## config.mk

```make
export PLATFORM = sky130hd
export DESIGN_NAME = pulse_separator_flat
export DESIGN_NICKNAME = d
export VERILOG_FILES = /design/src/rtl/pulse_separator_if.sv /design/src/rtl/pulse_separator.sv /design/src/flat_wrapper.sv
export SDC_FILE = /design/constraint.sdc
export NUM_CORES = 1
export LEC_CHECK = 0
export ABC_AREA = 0
export CORE_AREA = 5 5 42 44
export CTS_BUF_LIST = sky130_fd_sc_hd__clkbuf_4 sky130_fd_sc_hd__clkbuf_8 sky130_fd_sc_hd__clkbuf_16
export CTS_CLUSTER_DIAMETER = 100
export DETAILED_ROUTE_END_ITERATION = 10
export DIE_AREA = 0 0 47 49
export PLACE_DENSITY = 0.51
export SYNTH_ARGS = -nofsm -noshare
export SYNTH_HDL_FRONTEND = slang
export SYNTH_SLANG_ARGS = --single-unit
```

## constraint.sdc

```tcl
create_clock -name clock -period 3.7 [get_ports clock]
set_input_delay 0.555 -clock clock [delete_from_list [all_inputs] [get_ports clock]]
set_output_delay 0.555 -clock clock [all_outputs]
set_load 0.005 [all_outputs]
```

## src/rtl/pulse_separator_if.sv

```systemverilog
`default_nettype none
// ============================================================================
// Module      : pulse_separator_if
// Description : Event handshake between an event source and pulse_separator.
//               master = event source, slave = pulse_separator.
// Revision    : 1.0  initial release
// ============================================================================
interface pulse_separator_if;
    logic pulse_in;   // one event per high cycle
    logic pulse_out;  // separated one-cycle pulses
    logic busy;       // pending counter near full, source must pause

    modport master (
        output pulse_in,
        input  pulse_out,
        input  busy
    );

    modport slave (
        input  pulse_in,
        output pulse_out,
        output busy
    );
endinterface : pulse_separator_if
`default_nettype wire

```

## src/rtl/pulse_separator.sv

```systemverilog
`default_nettype none
// ============================================================================
// Module      : pulse_separator
// Description : Turns an arbitrary event pattern on pulse_in (one event per
//               high cycle) into one-cycle pulses on pulse_out separated by
//               at least one low cycle. Events that cannot be emitted yet are
//               held in a saturating pending counter; busy warns the source
//               one event before the counter saturates.
//               Optional macro PULSE_SEPARATOR_ASSERTIONS_EN compiles in
//               simulation-only checks for dropped events, back-to-back
//               output pulses and counter underflow.
// Revision    : 1.0  initial release
// ============================================================================
module pulse_separator #(
    parameter int PULSE_COUNTER_WIDTH = 4
) (
    input  logic               clock,
    input  logic               resetn,
    pulse_separator_if.slave   bus
);

    // ------------------------------------------------------------------------
    // Constants
    // ------------------------------------------------------------------------
    localparam logic [PULSE_COUNTER_WIDTH-1:0] c_ZERO = '0;
    localparam logic [PULSE_COUNTER_WIDTH-1:0] c_ONE  =
        {{(PULSE_COUNTER_WIDTH-1){1'b0}}, 1'b1};
    localparam logic [PULSE_COUNTER_WIDTH-1:0] c_MAX  = '1;
    // busy asserts one slot early so an event already in flight still fits
    localparam logic [PULSE_COUNTER_WIDTH-1:0] c_BUSY_LEVEL = c_MAX - c_ONE;

    // A one-bit counter leaves no room for the early busy warning
    if (PULSE_COUNTER_WIDTH < 2) begin : g_bad_width
        $error("pulse_separator: PULSE_COUNTER_WIDTH must be 2 or more");
    end

    // ------------------------------------------------------------------------
    // State and decision signals
    // ------------------------------------------------------------------------
    logic [PULSE_COUNTER_WIDTH-1:0] count_q;
    logic [PULSE_COUNTER_WIDTH-1:0] count_d;
    logic                           pulse_out_q;
    logic                           pulse_out_d;
    logic                           w_fire;
    logic                           w_accept;
    logic                           w_has_pending;
    logic                           w_busy;

    // Emit/accept decisions; an emit this cycle frees a slot for a new event
    always_comb begin
        w_has_pending = (count_q != c_ZERO);
        w_fire        = !pulse_out_q && (w_has_pending || bus.pulse_in);
        w_accept      = bus.pulse_in && ((count_q != c_MAX) || w_fire);
    end

    // Next-state: count moves by accepted minus emitted, pulse_out follows fire
    always_comb begin
        count_d     = count_q;
        pulse_out_d = w_fire;
        case ({w_accept, w_fire})
            2'b10:   count_d = count_q + c_ONE;
            2'b01:   count_d = count_q - c_ONE;
            default: count_d = count_q;   // idle, pass-through or balanced
        endcase
    end

    // State register; reset drops every pending event at once
    always_ff @(posedge clock or negedge resetn) begin
        if (!resetn) begin
            count_q     <= c_ZERO;
            pulse_out_q <= 1'b0;
        end else begin
            count_q     <= count_d;
            pulse_out_q <= pulse_out_d;
        end
    end

    // busy depends only on the registered count, never on pulse_in
    always_comb begin
        w_busy = (count_q >= c_BUSY_LEVEL);
    end

    assign bus.pulse_out = pulse_out_q;
    assign bus.busy      = w_busy;

`ifdef PULSE_SEPARATOR_ASSERTIONS_EN
    // Simulation-only sanity checks, sampled on the active edge
    always @(posedge clock) begin
        if (resetn) begin
            if (bus.pulse_in && !w_accept)
                $error("pulse_separator: event dropped, pending counter full");
            if (pulse_out_q && pulse_out_d)
                $error("pulse_separator: pulse_out high on consecutive cycles");
            if (w_fire && !w_accept && (count_q == c_ZERO))
                $error("pulse_separator: pending counter underflow");
        end
    end
`else
    // No checks in this build; behaviour is identical
`endif

endmodule : pulse_separator
`default_nettype wire

```

## src/flat_wrapper.sv

```systemverilog
// flat-port wrapper written by rule: the top's interface ports become plain ports
module pulse_separator_flat 
#(
    parameter int PULSE_COUNTER_WIDTH = 4
)
  (clock, resetn, bus_pulse_in, bus_pulse_out, bus_busy);
  pulse_separator_if bus_i ();
  input  logic clock;
  input  logic resetn;
  input wire logic [$bits(bus_i.pulse_in)-1:0] bus_pulse_in;
  output wire logic [$bits(bus_i.pulse_out)-1:0] bus_pulse_out;
  output wire logic [$bits(bus_i.busy)-1:0] bus_busy;
  assign bus_i.pulse_in = bus_pulse_in;
  assign bus_pulse_out = bus_i.pulse_out;
  assign bus_busy = bus_i.busy;
  pulse_separator #(.PULSE_COUNTER_WIDTH(PULSE_COUNTER_WIDTH)) u_core (.clock(clock), .resetn(resetn), .bus(bus_i));
endmodule
```

==> results of run 1 <==
## cell families (layout without fill, tap and decap cells)
family / after synthesis / after routing / share of synthesized area
compound gates: 11 / 11 / 0.224
xor+xnor: 1 / 1 / 0.0253
fa+ha+maj: 1 / 1 / 0.0361
buf+inv: 5 / 9 / 0.105
flops: 5 / 5 / 0.361
mux: 1 / 1 / 0.0325
simple gates: 13 / 13 / 0.217
## power by group
group	switching, mW	leakage [nW]	internal [mW]
logic	0.0614	0.0822	0.0907
registers	0.0538	0.0563	0.0803
clock network	0.0216	0.0184	0.0480
## stage by stage
step	total power [mW]	utilization	area, sq um	cells	hold WS [ns]
2_1_floorplan	0.259	-	347	37	0.259
3_3_place_gp	0.290	0.267	374	53	0.604
3_5_place_dp	0.288	0.267	374	53	0.602
4_1_cts	0.361	0.288	404	57	0.543
5_1_grt	0.389	0.288	404	57	0.558
6_report	0.356	0.288	404	57	0.537
## state kept, by name (all words and copies together) (netlist names)
name and count:
u_core.count_q 4, u_core.bus.pulse_out 1
## path summary, 6_finish.rpt
path,startpoint,end,cells after the start
worst max-delay path,bus_pulse_in,u_core.count_q[1],8
min in group clock,u_core.bus.pulse_out,u_core.bus.pulse_out,1
max in group asynchronous,resetn,u_core.bus.pulse_out,1
worst min register to register,u_core.bus.pulse_out,u_core.bus.pulse_out,1
worst min-delay path,resetn,u_core.count_q[0],1
worst max register to register,u_core.count_q[0],u_core.count_q[1],7
## cell type report
cell class | instances | area [sq um] | share of cell area
sequential | 5 | 125 | 0.310
inverter | 1 | 3.75 | 0.00929
tap | 16 | 20.0 | 0.0495
multi-input combinational | 27 | 185 | 0.458
clock buffer | 4 | 30.0 | 0.0743
timing repair buffer | 4 | 40.0 | 0.0991
## synthesized netlist by cell type, drive strengths merged
| library cell | count |
|---|---|
| dfrtp | 5 |
| ha | 1 |
| a41oi | 2 |
| a21o | 1 |
| xnor2 | 1 |
| a221o | 1 |
| nor2 | 4 |
| a21oi | 2 |
| o21ai | 3 |
| nor4 | 1 |
| inv | 1 |
| nand2 | 2 |
| and3 | 2 |
| nand4 | 1 |
| o31ai | 1 |
| o32ai | 1 |
| nor3 | 2 |
| mux2 | 1 |
| or2 | 1 |
| buf | 4 |
## routing by layer
layer / vias to the layer above / part of all wire / wire (um) / GRT usage
met5: - / 0 / 0 / 0
met2: 3 / 0.49 / 325 / 0.102
met3: 0 / 0.037 / 24 / 0.0369
li1: 146 / - / - / -
met4: 0 / 0 / 0 / 0.0138
met1: 136 / 0.47 / 308 / 0.0710
==> impl_table.tex, run 1 <==
\begin{tabular}{lr}
\hline
Metric & Value \\
\hline
\multicolumn{2}{l}{\textbf{Global routing}} \\
Global-route usage over all layers & 0.0636 \\
Antenna violations before repair & 0 \\
Largest net degree at the start of global routing & 11 \\
Wire length of the first global-routing pass & 1080 um \\
Leftover overflow at the end of global routing & 0 \\
Via count of the first global-routing pass & 272 \\
\multicolumn{2}{l}{\textbf{STA}} \\
RSZ-0062 raised after global routing & false \\
Post-layout minimum cycle time & 2.28 ns \\
Fmax & 438 MHz \\
Worst-Margin Slew & 0.305 ns \\
Total negative slack & 0 ns \\
Final max-slew violation count & 0 \\
Share of the clock period used by the worst path after layout & 0.617 \\
Final Hold Viols & 0 \\
Remaining max-slew budget at the tightest pin & 0.796 \\
Clock Skews & 0.00785 ns \\
Final setup margin & 1.42 ns \\
Setup-failing EPs final & 0 \\
\multicolumn{2}{l}{\textbf{Worst setup path}} \\
Kind of cell with the highest combined delay on the critical path & buffers and inverters \\
Critical path peak fanout & 7 \\
Worst Path Arrival & 2.39 ns \\
Setup crit end kind & flip-flop \\
CP Class & input pin to flip-flop \\
Worst Setup Start Kind & input pin \\
R2r setup slk & 1.76 ns \\
Cell chain of the critical path & clkdlybuf4s50\_1 > or2\_1 > nor3\_1 > a21o\_2 > ha\_1 > mux2\_2 > o32ai\_1 > a21oi\_1 \\
Required time at the worst-slack endpoint & 3.81 ns \\
Critical path's slowest cell & sky130\_fd\_sc\_hd\_\_clkdlybuf4s50\_1 \\
Max incr delay on CP & 0.58 ns \\
Crit path buffers/inverters & 1 \\
\multicolumn{2}{l}{\textbf{Yosys}} \\
Flop and latch count out of synthesis & 5 \\
Area contributors post-synth & sky130\_fd\_sc\_hd\_\_dfrtp\_1, sky130\_fd\_sc\_hd\_\_buf\_6, sky130\_fd\_sc\_hd\_\_a41oi\_1, sky130\_fd\_sc\_hd\_\_o21ai\_0, sky130\_fd\_sc\_hd\_\_nor2\_1 \\
Number of library cell types mapped by synthesis & 22 \\
Total standard cell area after synthesis & 347 sq um \\
Post-synthesis sequential area ratio & 0.361 \\
Yosys warning total & 0 \\
Synth Net Count & 41 \\
Post-Synthesis Cells & 37 \\
Synthesized area per cell & 9.37 sq um \\
Library cell with the largest summed area after synthesis & sky130\_fd\_sc\_hd\_\_dfrtp\_1 \\
Portion of synthesized cell area occupied by the leading cell type & 0.361 \\
\multicolumn{2}{l}{\textbf{Clocking}} \\
Number of clock buffers inserted by TritonCTS & 3 \\
Clock insertion delay at the later pin of the skew report & 0.24 ns \\
Root buffer cell & sky130\_fd\_sc\_hd\_\_clkbuf\_4 \\
Resized Gates After CTS & 0 \\
Clock input transition at the sequential cells of the worst setup and hold paths & 0.05 ns \\
Clock tree from TritonCTS & built \\
Post-CTS Hold Buffers & 0 \\
Number of buffers inserted to repair setup after CTS & 0 \\
Max clock buf depth & 2 \\
Number of clock sinks seen by CTS & 5 \\
Maximum level of the CTS H-tree & 1 \\
\multicolumn{2}{l}{\textbf{Finish}} \\
ANT cells & 0 \\
Commonest non-fill, non-tap cell in the layout & sky130\_fd\_sc\_hd\_\_dfrtp\_1 \\
Nets & 46 \\
Area overhead of the layout relative to synthesis & 16.6\% \\
Fillers & 163 \\
Share of cells above drive strength 1 & 0.195 \\
Most used cells in the layout excluding fill and tap cells & sky130\_fd\_sc\_hd\_\_dfrtp\_1, sky130\_fd\_sc\_hd\_\_nor2\_1, sky130\_fd\_sc\_hd\_\_clkbuf\_4, sky130\_fd\_sc\_hd\_\_clkdlybuf4s50\_1, sky130\_fd\_sc\_hd\_\_o21ai\_0 \\
\multicolumn{2}{l}{\textbf{Route}} \\
Remaining antenna violation count after routing & 0 \\
Detailed Routing Iterations Pass 1 & 2 \\
Number of DRC violations after detailed-routing iteration 0 & 4 \\
Overall via count from detail\_route & 285 \\
Drc violations & 0 \\
Per-cell via count in the routed design & 5.00 \\
Total wire length after detailed routing & 657 um \\
Routed length per instance & 11.5 um \\
\multicolumn{2}{l}{\textbf{Die}} \\
Number of standard-cell rows in the floorplan & 14 \\
Area of the die & 0.00230 sq mm \\
Floorplan die width & 47 um \\
Vertical die dimension & 49 um \\
Boundary pin count & 5 \\
Core area & 0.00140 sq mm \\
Initial Utilization & 0.247 \\
\multicolumn{2}{l}{\textbf{Status}} \\
Run status & finished clean \\
\multicolumn{2}{l}{\textbf{Hold path}} \\
Path type of the worst min-delay path & input pin to asynchronous set/reset pin \\
\multicolumn{2}{l}{\textbf{Placement}} \\
Number of buffer cells added on primary ports & 4 \\
Detailed placement HPWL & 473 um \\
Worst-case setup slack after placement & 1.15 ns \\
Gpl congestion & 0.651 \\
\multicolumn{2}{l}{\textbf{Pwr}} \\
IR drop worst, VDD & 397 uV \\
Power per cell area & 880 mW/mm\^{}2 \\
Leak & 0.157 nW \\
\multicolumn{2}{l}{\textbf{Run}} \\
Maxcap violations & 0 \\
\hline
\end{tabular}
(Power assumes the default switching activity.)
==> run 2: changes to the inputs <==
clock period = 2.25 ns   (was 3.7 ns; I/O delays follow)
==> run 2 against run 1 <==
  * Critical path depth is 6 lower
  * First-iteration DRC count decreased by 50%
  * Combinational power up 92%
  * Sequential share of layout area down 2.1 points
  * Routed wire length increased by 7.2%
  * Utilization grew 2.1 points
  * Die area did not move
  * Critical path type is now flip-flop to output port
  * Critical endpoint is now bus_busy
  * Largest cell class unchanged
==> impl_table.tex, run 2 (synthesis gave the netlist of run 1 again) <==
\begin{tabular}{lr}
\hline
Metric & Value \\
\hline
\multicolumn{2}{l}{\textbf{STA}} \\
Remaining max-slew budget at the tightest pin & 0.797 (was 0.796) \\
Share of the clock period used by the worst path after layout & 0.815 \\
Setup-failing EPs final & 0 (unchanged) \\
Final Hold Viols & 0 (unchanged) \\
Clock Skews & 0.00330 ns (was 0.00785 ns) \\
RSZ-0062 raised after global routing & false (unchanged) \\
Worst-Margin Slew & 0.304 ns (was 0.305 ns) \\
Final max-slew violation count & 0 (unchanged) \\
Fmax & 545 MHz \\
Post-layout minimum cycle time & 1.83 ns \\
Total negative slack & 0 ns (unchanged) \\
\multicolumn{2}{l}{\textbf{Route}} \\
Met3 wire length & 41 um (was 24 um) \\
Drc violations & 0 (unchanged) \\
Total wire length after detailed routing & 704 um (was 657 um) \\
Number of DRC violations after detailed-routing iteration 0 & 2 (was 4) \\
Total length of routed met2 wires & 324 um (was 325 um) \\
Remaining antenna violation count after routing & 0 (unchanged) \\
Overall via count from detail\_route & 301 (was 285) \\
Routed met1 length & 338 um (was 308 um) \\
Per-cell via count in the routed design & 4.93 (was 5.00) \\
Routed length per instance & 11.5 um (about the same) \\
Detailed Routing Iterations Pass 1 & 2 (unchanged) \\
Top layer reached by signal wires & met3 (unchanged) \\
\multicolumn{2}{l}{\textbf{Finish}} \\
Share of cells above drive strength 1 & 0.267 (was 0.195) \\
Top reg by flops & u\_core.count\_q (unchanged) \\
Max FFs per register & 4 (unchanged) \\
Most used cells in the layout excluding fill and tap cells & sky130\_fd\_sc\_hd\_\_dfrtp\_1, sky130\_fd\_sc\_hd\_\_nor2\_1, sky130\_fd\_sc\_hd\_\_clkbuf\_4, sky130\_fd\_sc\_hd\_\_clkdlybuf4s50\_1, sky130\_fd\_sc\_hd\_\_buf\_4 (was sky130\_fd\_sc\_hd\_\_dfrtp\_1, sky130\_fd\_sc\_hd\_\_nor2\_1, sky130\_fd\_sc\_hd\_\_clkbuf\_4, sky130\_fd\_sc\_hd\_\_clkdlybuf4s50\_1, sky130\_fd\_sc\_hd\_\_o21ai\_0) \\
Final design instance area without fill & 434 sq um (was 404 sq um) \\
Nets & 50 (was 46) \\
Area overhead of the layout relative to synthesis & 25.3\% (was 16.6\%) \\
Fillers & 159 (was 163) \\
Commonest non-fill, non-tap cell in the layout & sky130\_fd\_sc\_hd\_\_dfrtp\_1 (unchanged) \\
ANT cells & 0 (unchanged) \\
\multicolumn{2}{l}{\textbf{Worst setup path}} \\
Worst Path Arrival & 1.50 ns (was 2.39 ns) \\
CP Class & flip-flop to output port (was input pin to flip-flop) \\
Critical path peak fanout & 10 (was 7) \\
Critical path origin & u\_core.count\_q[1] (was bus\_pulse\_in) \\
Required time at the worst-slack endpoint & 1.91 ns (was 3.81 ns) \\
Worst Setup Start Kind & flip-flop (was input pin) \\
Setup crit end kind & output port (was flip-flop) \\
FF-to-FF Start & u\_core.count\_q[0] (unchanged) \\
\multicolumn{2}{l}{\textbf{Die}} \\
Area of the die & 0.00230 sq mm (unchanged) \\
Boundary pin count & 5 (unchanged) \\
Floorplan die width & 47 um (unchanged) \\
Core area & 0.00140 sq mm (unchanged) \\
Initial Utilization & 0.247 (unchanged) \\
Number of standard-cell rows in the floorplan & 14 (unchanged) \\
Vertical die dimension & 49 um (unchanged) \\
\multicolumn{2}{l}{\textbf{Placement}} \\
Detailed placement HPWL & 541 um (was 473 um) \\
Number of buffer cells added on primary ports & 4 (unchanged) \\
Total cell area at the placement stage & 404 sq um (was 374 sq um) \\
Gpl congestion & 0.718 (was 0.651) \\
\multicolumn{2}{l}{\textbf{Global routing}} \\
Antenna violations before repair & 0 (unchanged) \\
Largest net degree at the start of global routing & 11 (unchanged) \\
Wire length of the first global-routing pass & 1260 um (was 1080 um) \\
Via count of the first global-routing pass & 285 (was 272) \\
Global-route usage over all layers & 0.0742 (was 0.0636) \\
Leftover overflow at the end of global routing & 0 (unchanged) \\
\multicolumn{2}{l}{\textbf{Clocking}} \\
Number of buffers inserted to repair setup after CTS & 0 (unchanged) \\
Max clock buf depth & 2 (unchanged) \\
Clock tree from TritonCTS & built (unchanged) \\
Root buffer cell & sky130\_fd\_sc\_hd\_\_clkbuf\_4 (unchanged) \\
Maximum level of the CTS H-tree & 1 (unchanged) \\
Clock input transition at the sequential cells of the worst setup and hold paths & 0.04 ns (was 0.05 ns) \\
Post-CTS Hold Buffers & 0 (unchanged) \\
Number of clock sinks seen by CTS & 5 (unchanged) \\
Number of clock buffers inserted by TritonCTS & 3 (unchanged) \\
Clock insertion delay at the later pin of the skew report & 0.24 ns (about the same) \\
Resized Gates After CTS & 0 (unchanged) \\
\multicolumn{2}{l}{\textbf{Status}} \\
Run status & finished clean (unchanged) \\
\multicolumn{2}{l}{\textbf{Run}} \\
Maxcap violations & 0 (unchanged) \\
\multicolumn{2}{l}{\textbf{Pwr}} \\
IR drop worst, VDD & 853 uV (was 397 uV) \\
Leak & 0.177 nW (was 0.157 nW) \\
Power per cell area & 1420 mW/mm\^{}2 (was 880 mW/mm\^{}2) \\
\multicolumn{2}{l}{\textbf{Hold path}} \\
Path type of the worst min-delay path & input pin to asynchronous set/reset pin (unchanged) \\
\hline
\end{tabular}
## run 2: worst paths after layout
check,cells past startpoint,end,slack (ns)
max,2,bus_busy,0.42
min,1,u_core.count_q[3],0.31
max reg2reg,7,u_core.count_q[1],0.47
min reg2reg,2,u_core.bus.pulse_out,0.60
max in group asynchronous,1,u_core.count_q[1],1.75
min in group clock,2,u_core.bus.pulse_out,0.60
## run 2: per-stage QoR
step                hold slack (ns)  worst slack (ns)   util  cells  power [mW]
floorplan                    0.0419             0.370      -     37       0.426
global placement              0.568             0.202  0.288     57       0.506
detailed placement            0.574             0.193  0.288     57       0.500
CTS                           0.316             0.407  0.310     61       0.622
global route                  0.328             0.317  0.310     61       0.676
finish                        0.313             0.416  0.310     61       0.614
## run 2: worst max-delay path, cell delays in order (launching register included)
cell	delay, ns
sky130_fd_sc_hd__dfrtp_1	0.51
sky130_fd_sc_hd__and3_1	0.24
sky130_fd_sc_hd__clkdlybuf4s50_1	0.51
## run 2: metal layers
| layer | vias to the layer above | global-route usage |
|---|---|---|
| met4 | 0 | 0.0276 |
| met2 | 7 | 0.104 |
| met1 | 138 | 0.0889 |
| met3 | 0 | 0.0480 |
| met5 | - | 0 |
| li1 | 156 | - |
## run 2: cell type report
type	instances	area, sq um	area share
sequential	5	125	0.288
multi-input combinational	27	185	0.427
tap	16	20.0	0.0461
inverter	1	3.75	0.00865
clock buffer	4	30.0	0.0692
timing repair buffer	8	70.1	0.161
## run 2: power breakdown
part	switching [mW]	total, mW	internal (mW)
clock network	0.0363	0.115	0.0790
logic	0.123	0.292	0.169
registers	0.0750	0.207	0.132
total	0.235	0.614	0.380
==> run 3: changes to the inputs <==
clock period = 1.75 ns   (was 2.25 ns; I/O delays follow)
==> run 3 against run 2 <==
  * Register-to-register slack got worse by 0.40 ns
  * Clock power grew 23%
  * Via count is 13% higher
  * First-iteration DRC count grew to 4.5 times the previous value
  * Sequential share of layout area shrank 4.8 points
  * Sequential power grew 15%
  * Critical path depth increased by 5
  * Critical path type is now flip-flop to flip-flop
==> impl_table.tex, run 3 (synthesis gave the netlist of run 1 again) <==
\begin{tabular}{lr}
\hline
Metric & Value \\
\hline
\multicolumn{2}{l}{\textbf{Status}} \\
Run status & finished clean (unchanged) \\
\multicolumn{2}{l}{\textbf{Finish}} \\
Area overhead of the layout relative to synthesis & 51.6\% (was 25.3\%) \\
Commonest non-fill, non-tap cell in the layout & sky130\_fd\_sc\_hd\_\_buf\_4 (was sky130\_fd\_sc\_hd\_\_dfrtp\_1) \\
Nets & 55 (was 50) \\
Max FFs per register & 4 (unchanged) \\
Non-filler cells in the finished layout & 66 (was 61) \\
Most used cells in the layout excluding fill and tap cells & sky130\_fd\_sc\_hd\_\_buf\_4, sky130\_fd\_sc\_hd\_\_nor2\_1, sky130\_fd\_sc\_hd\_\_dfrtp\_1, sky130\_fd\_sc\_hd\_\_o21ai\_0, sky130\_fd\_sc\_hd\_\_clkbuf\_4 (was sky130\_fd\_sc\_hd\_\_dfrtp\_1, sky130\_fd\_sc\_hd\_\_nor2\_1, sky130\_fd\_sc\_hd\_\_clkbuf\_4, sky130\_fd\_sc\_hd\_\_clkdlybuf4s50\_1, sky130\_fd\_sc\_hd\_\_buf\_4) \\
Top reg by flops & u\_core.count\_q (unchanged) \\
Fillers & 149 (was 159) \\
Finished Core Util & 0.375 (was 0.310) \\
ANT cells & 0 (unchanged) \\
Share of cells above drive strength 1 & 0.440 (was 0.267) \\
\multicolumn{2}{l}{\textbf{Clocking}} \\
Number of clock sinks seen by CTS & 5 (unchanged) \\
Max clock buf depth & 2 (unchanged) \\
Number of clock buffers inserted by TritonCTS & 3 (unchanged) \\
Root buffer cell & sky130\_fd\_sc\_hd\_\_clkbuf\_4 (unchanged) \\
Clock input transition at the sequential cells of the worst setup and hold paths & 0.06 ns (was 0.04 ns) \\
Clock insertion delay at the later pin of the skew report & 0.26 ns (was 0.24 ns) \\
Maximum level of the CTS H-tree & 1 (unchanged) \\
Clock tree from TritonCTS & built (unchanged) \\
\multicolumn{2}{l}{\textbf{Route}} \\
Routed length per instance & 13.4 um (was 11.5 um) \\
Total wire length after detailed routing & 882 um (was 704 um) \\
Per-cell via count in the routed design & 5.17 (was 4.93) \\
Overall via count from detail\_route & 341 (was 301) \\
Drc violations & 0 (unchanged) \\
Number of DRC violations after detailed-routing iteration 0 & 9 (was 2) \\
Detailed Routing Iterations Pass 1 & 4 (was 2) \\
Remaining antenna violation count after routing & 0 (unchanged) \\
\multicolumn{2}{l}{\textbf{Placement}} \\
Post-Place Cells & 61 (was 57) \\
Gpl congestion & 0.748 (was 0.718) \\
Number of buffer cells added on primary ports & 4 (unchanged) \\
Detailed placement HPWL & 668 um (was 541 um) \\
\multicolumn{2}{l}{\textbf{STA}} \\
Fmax & 597 MHz \\
Final max-slew violation count & 0 (unchanged) \\
Final Hold Viols & 0 (unchanged) \\
Post-layout minimum cycle time & 1.68 ns \\
Clock Skews & 0.0138 ns (was 0.00330 ns) \\
Remaining max-slew budget at the tightest pin & 0.826 (was 0.797) \\
Worst-Margin Slew & 0.261 ns (was 0.304 ns) \\
Share of the clock period used by the worst path after layout & 0.958 \\
Setup-failing EPs final & 0 (unchanged) \\
Final Hold Slack & 0.238 ns (was 0.313 ns) \\
RSZ-0062 raised after global routing & true (was false) \\
\multicolumn{2}{l}{\textbf{Global routing}} \\
Antenna violations before repair & 0 (unchanged) \\
Global-route usage over all layers & 0.0925 (was 0.0742) \\
Wire length of the first global-routing pass & 1480 um (was 1260 um) \\
Via count of the first global-routing pass & 343 (was 285) \\
Largest net degree at the start of global routing & 9 (was 11) \\
Leftover overflow at the end of global routing & 0 (unchanged) \\
\multicolumn{2}{l}{\textbf{Run}} \\
Maxcap violations & 0 (unchanged) \\
\multicolumn{2}{l}{\textbf{Die}} \\
Boundary pin count & 5 (unchanged) \\
Floorplan die width & 47 um (unchanged) \\
Vertical die dimension & 49 um (unchanged) \\
Number of standard-cell rows in the floorplan & 14 (unchanged) \\
Area of the die & 0.00230 sq mm (unchanged) \\
Initial Utilization & 0.247 (unchanged) \\
Core area & 0.00140 sq mm (unchanged) \\
\multicolumn{2}{l}{\textbf{Hold path}} \\
Path type of the worst min-delay path & input pin to asynchronous set/reset pin (unchanged) \\
\multicolumn{2}{l}{\textbf{Worst setup path}} \\
Max incr delay on CP & 0.37 ns (was 0.51 ns) \\
Kind of cell with the highest combined delay on the critical path & simple AND/OR/NAND/NOR gates (was flip-flops) \\
Crit path buffers/inverters & 0 (was 1) \\
CP Class & flip-flop to flip-flop (was flip-flop to output port) \\
Cell chain of the critical path & or2\_4 > nor3\_4 > a21o\_4 > ha\_4 > mux2\_4 > o32ai\_2 > a21oi\_1 (was and3\_1 > clkdlybuf4s50\_1) \\
Critical path's slowest cell & sky130\_fd\_sc\_hd\_\_dfrtp\_1 (unchanged) \\
Worst Path Arrival & 1.81 ns (was 1.50 ns) \\
Worst Setup Start Kind & flip-flop (unchanged) \\
Critical path peak fanout & 3 (was 10) \\
Required time at the worst-slack endpoint & 1.89 ns (was 1.91 ns) \\
Setup crit end kind & flip-flop (was output port) \\
\multicolumn{2}{l}{\textbf{Pwr}} \\
Total power & 0.974 mW (was 0.614 mW) \\
Power per cell area & 1850 mW/mm\^{}2 (was 1420 mW/mm\^{}2) \\
IR drop worst, VDD & 712 uV (was 853 uV) \\
Leak & 0.228 nW (was 0.177 nW) \\
\hline
\end{tabular}
run 3: cell types whose count changed in the layout (fill, tap and decap cells not counted), sizes merged:
cell	change
clkdlybuf4s50	-2
clkbuf	-1
dlymetal6s2s	+1
clkinv	+1
buf	+5
dlygate4sd2	+1
run 3: final timing paths:
path	start	end	slack, ns	depth (start not counted)
max	u_core.bus.pulse_out	u_core.count_q[1]	0.07	7
min	resetn	u_core.count_q[2]	0.24	1
max reg2reg	u_core.bus.pulse_out	u_core.count_q[1]	0.07	7
min reg2reg	u_core.bus.pulse_out	u_core.bus.pulse_out	0.60	2
max in group asynchronous	resetn	u_core.count_q[1]	1.29	1
min in group clock	bus_pulse_in	u_core.count_q[1]	0.47	4
run 3: per-stage QoR:
step / worst slack, ns / setup TNS [ns] / cell area [sq um]
after floorplan: -0.0269 / -0.0373 / 394
after global placement: -0.193 / -0.385 / 482
after detailed placement: -0.228 / -0.452 / 482
after CTS: 0.0238 / 0 / 520
after global routing: -0.00833 / -0.00833 / 526
final: 0.0741 / 0 / 526
run 3: repair_timing:
action	4_1_cts	5_1_grt
endpoints found under the setup margin	1	2
resized for setup	3	2
hold buffers	0	0
setup buffers	1	1
cloned	0	0
pin swaps	0	3
run 3: per-layer routing:
| layer | wire length, um | GRT usage | vias up | share of wire |
|---|---|---|---|---|
| met3 | 46 | 0.0111 | 2 | 0.052 |
| met1 | 386 | 0.111 | 164 | 0.44 |
| met5 | 0 | 0 | - | 0 |
| li1 | - | - | 163 | - |
| met2 | 422 | 0.129 | 12 | 0.48 |
| met4 | 26 | 0.0968 | 0 | 0.029 |
run 3: power breakdown:
group          total (mW)  internal (mW)  leakage, nW  switching, mW
sequential          0.238          0.172       0.0555         0.0660
clock               0.142         0.0834       0.0177         0.0588
combinational       0.593          0.334        0.155          0.259
total               0.974          0.590        0.228          0.384
run 3: layout make-up:
class / instances / area, sq um / share of cell area
repair buffers: 13 / 113 / 0.214
multi-input cells: 27 / 235 / 0.448
clock buffers: 3 / 22.5 / 0.0429
inverters: 1 / 3.75 / 0.00714
well taps: 16 / 20.0 / 0.0381
clock inverters: 1 / 5.00 / 0.00952
flip-flops and latches: 5 / 126 / 0.240
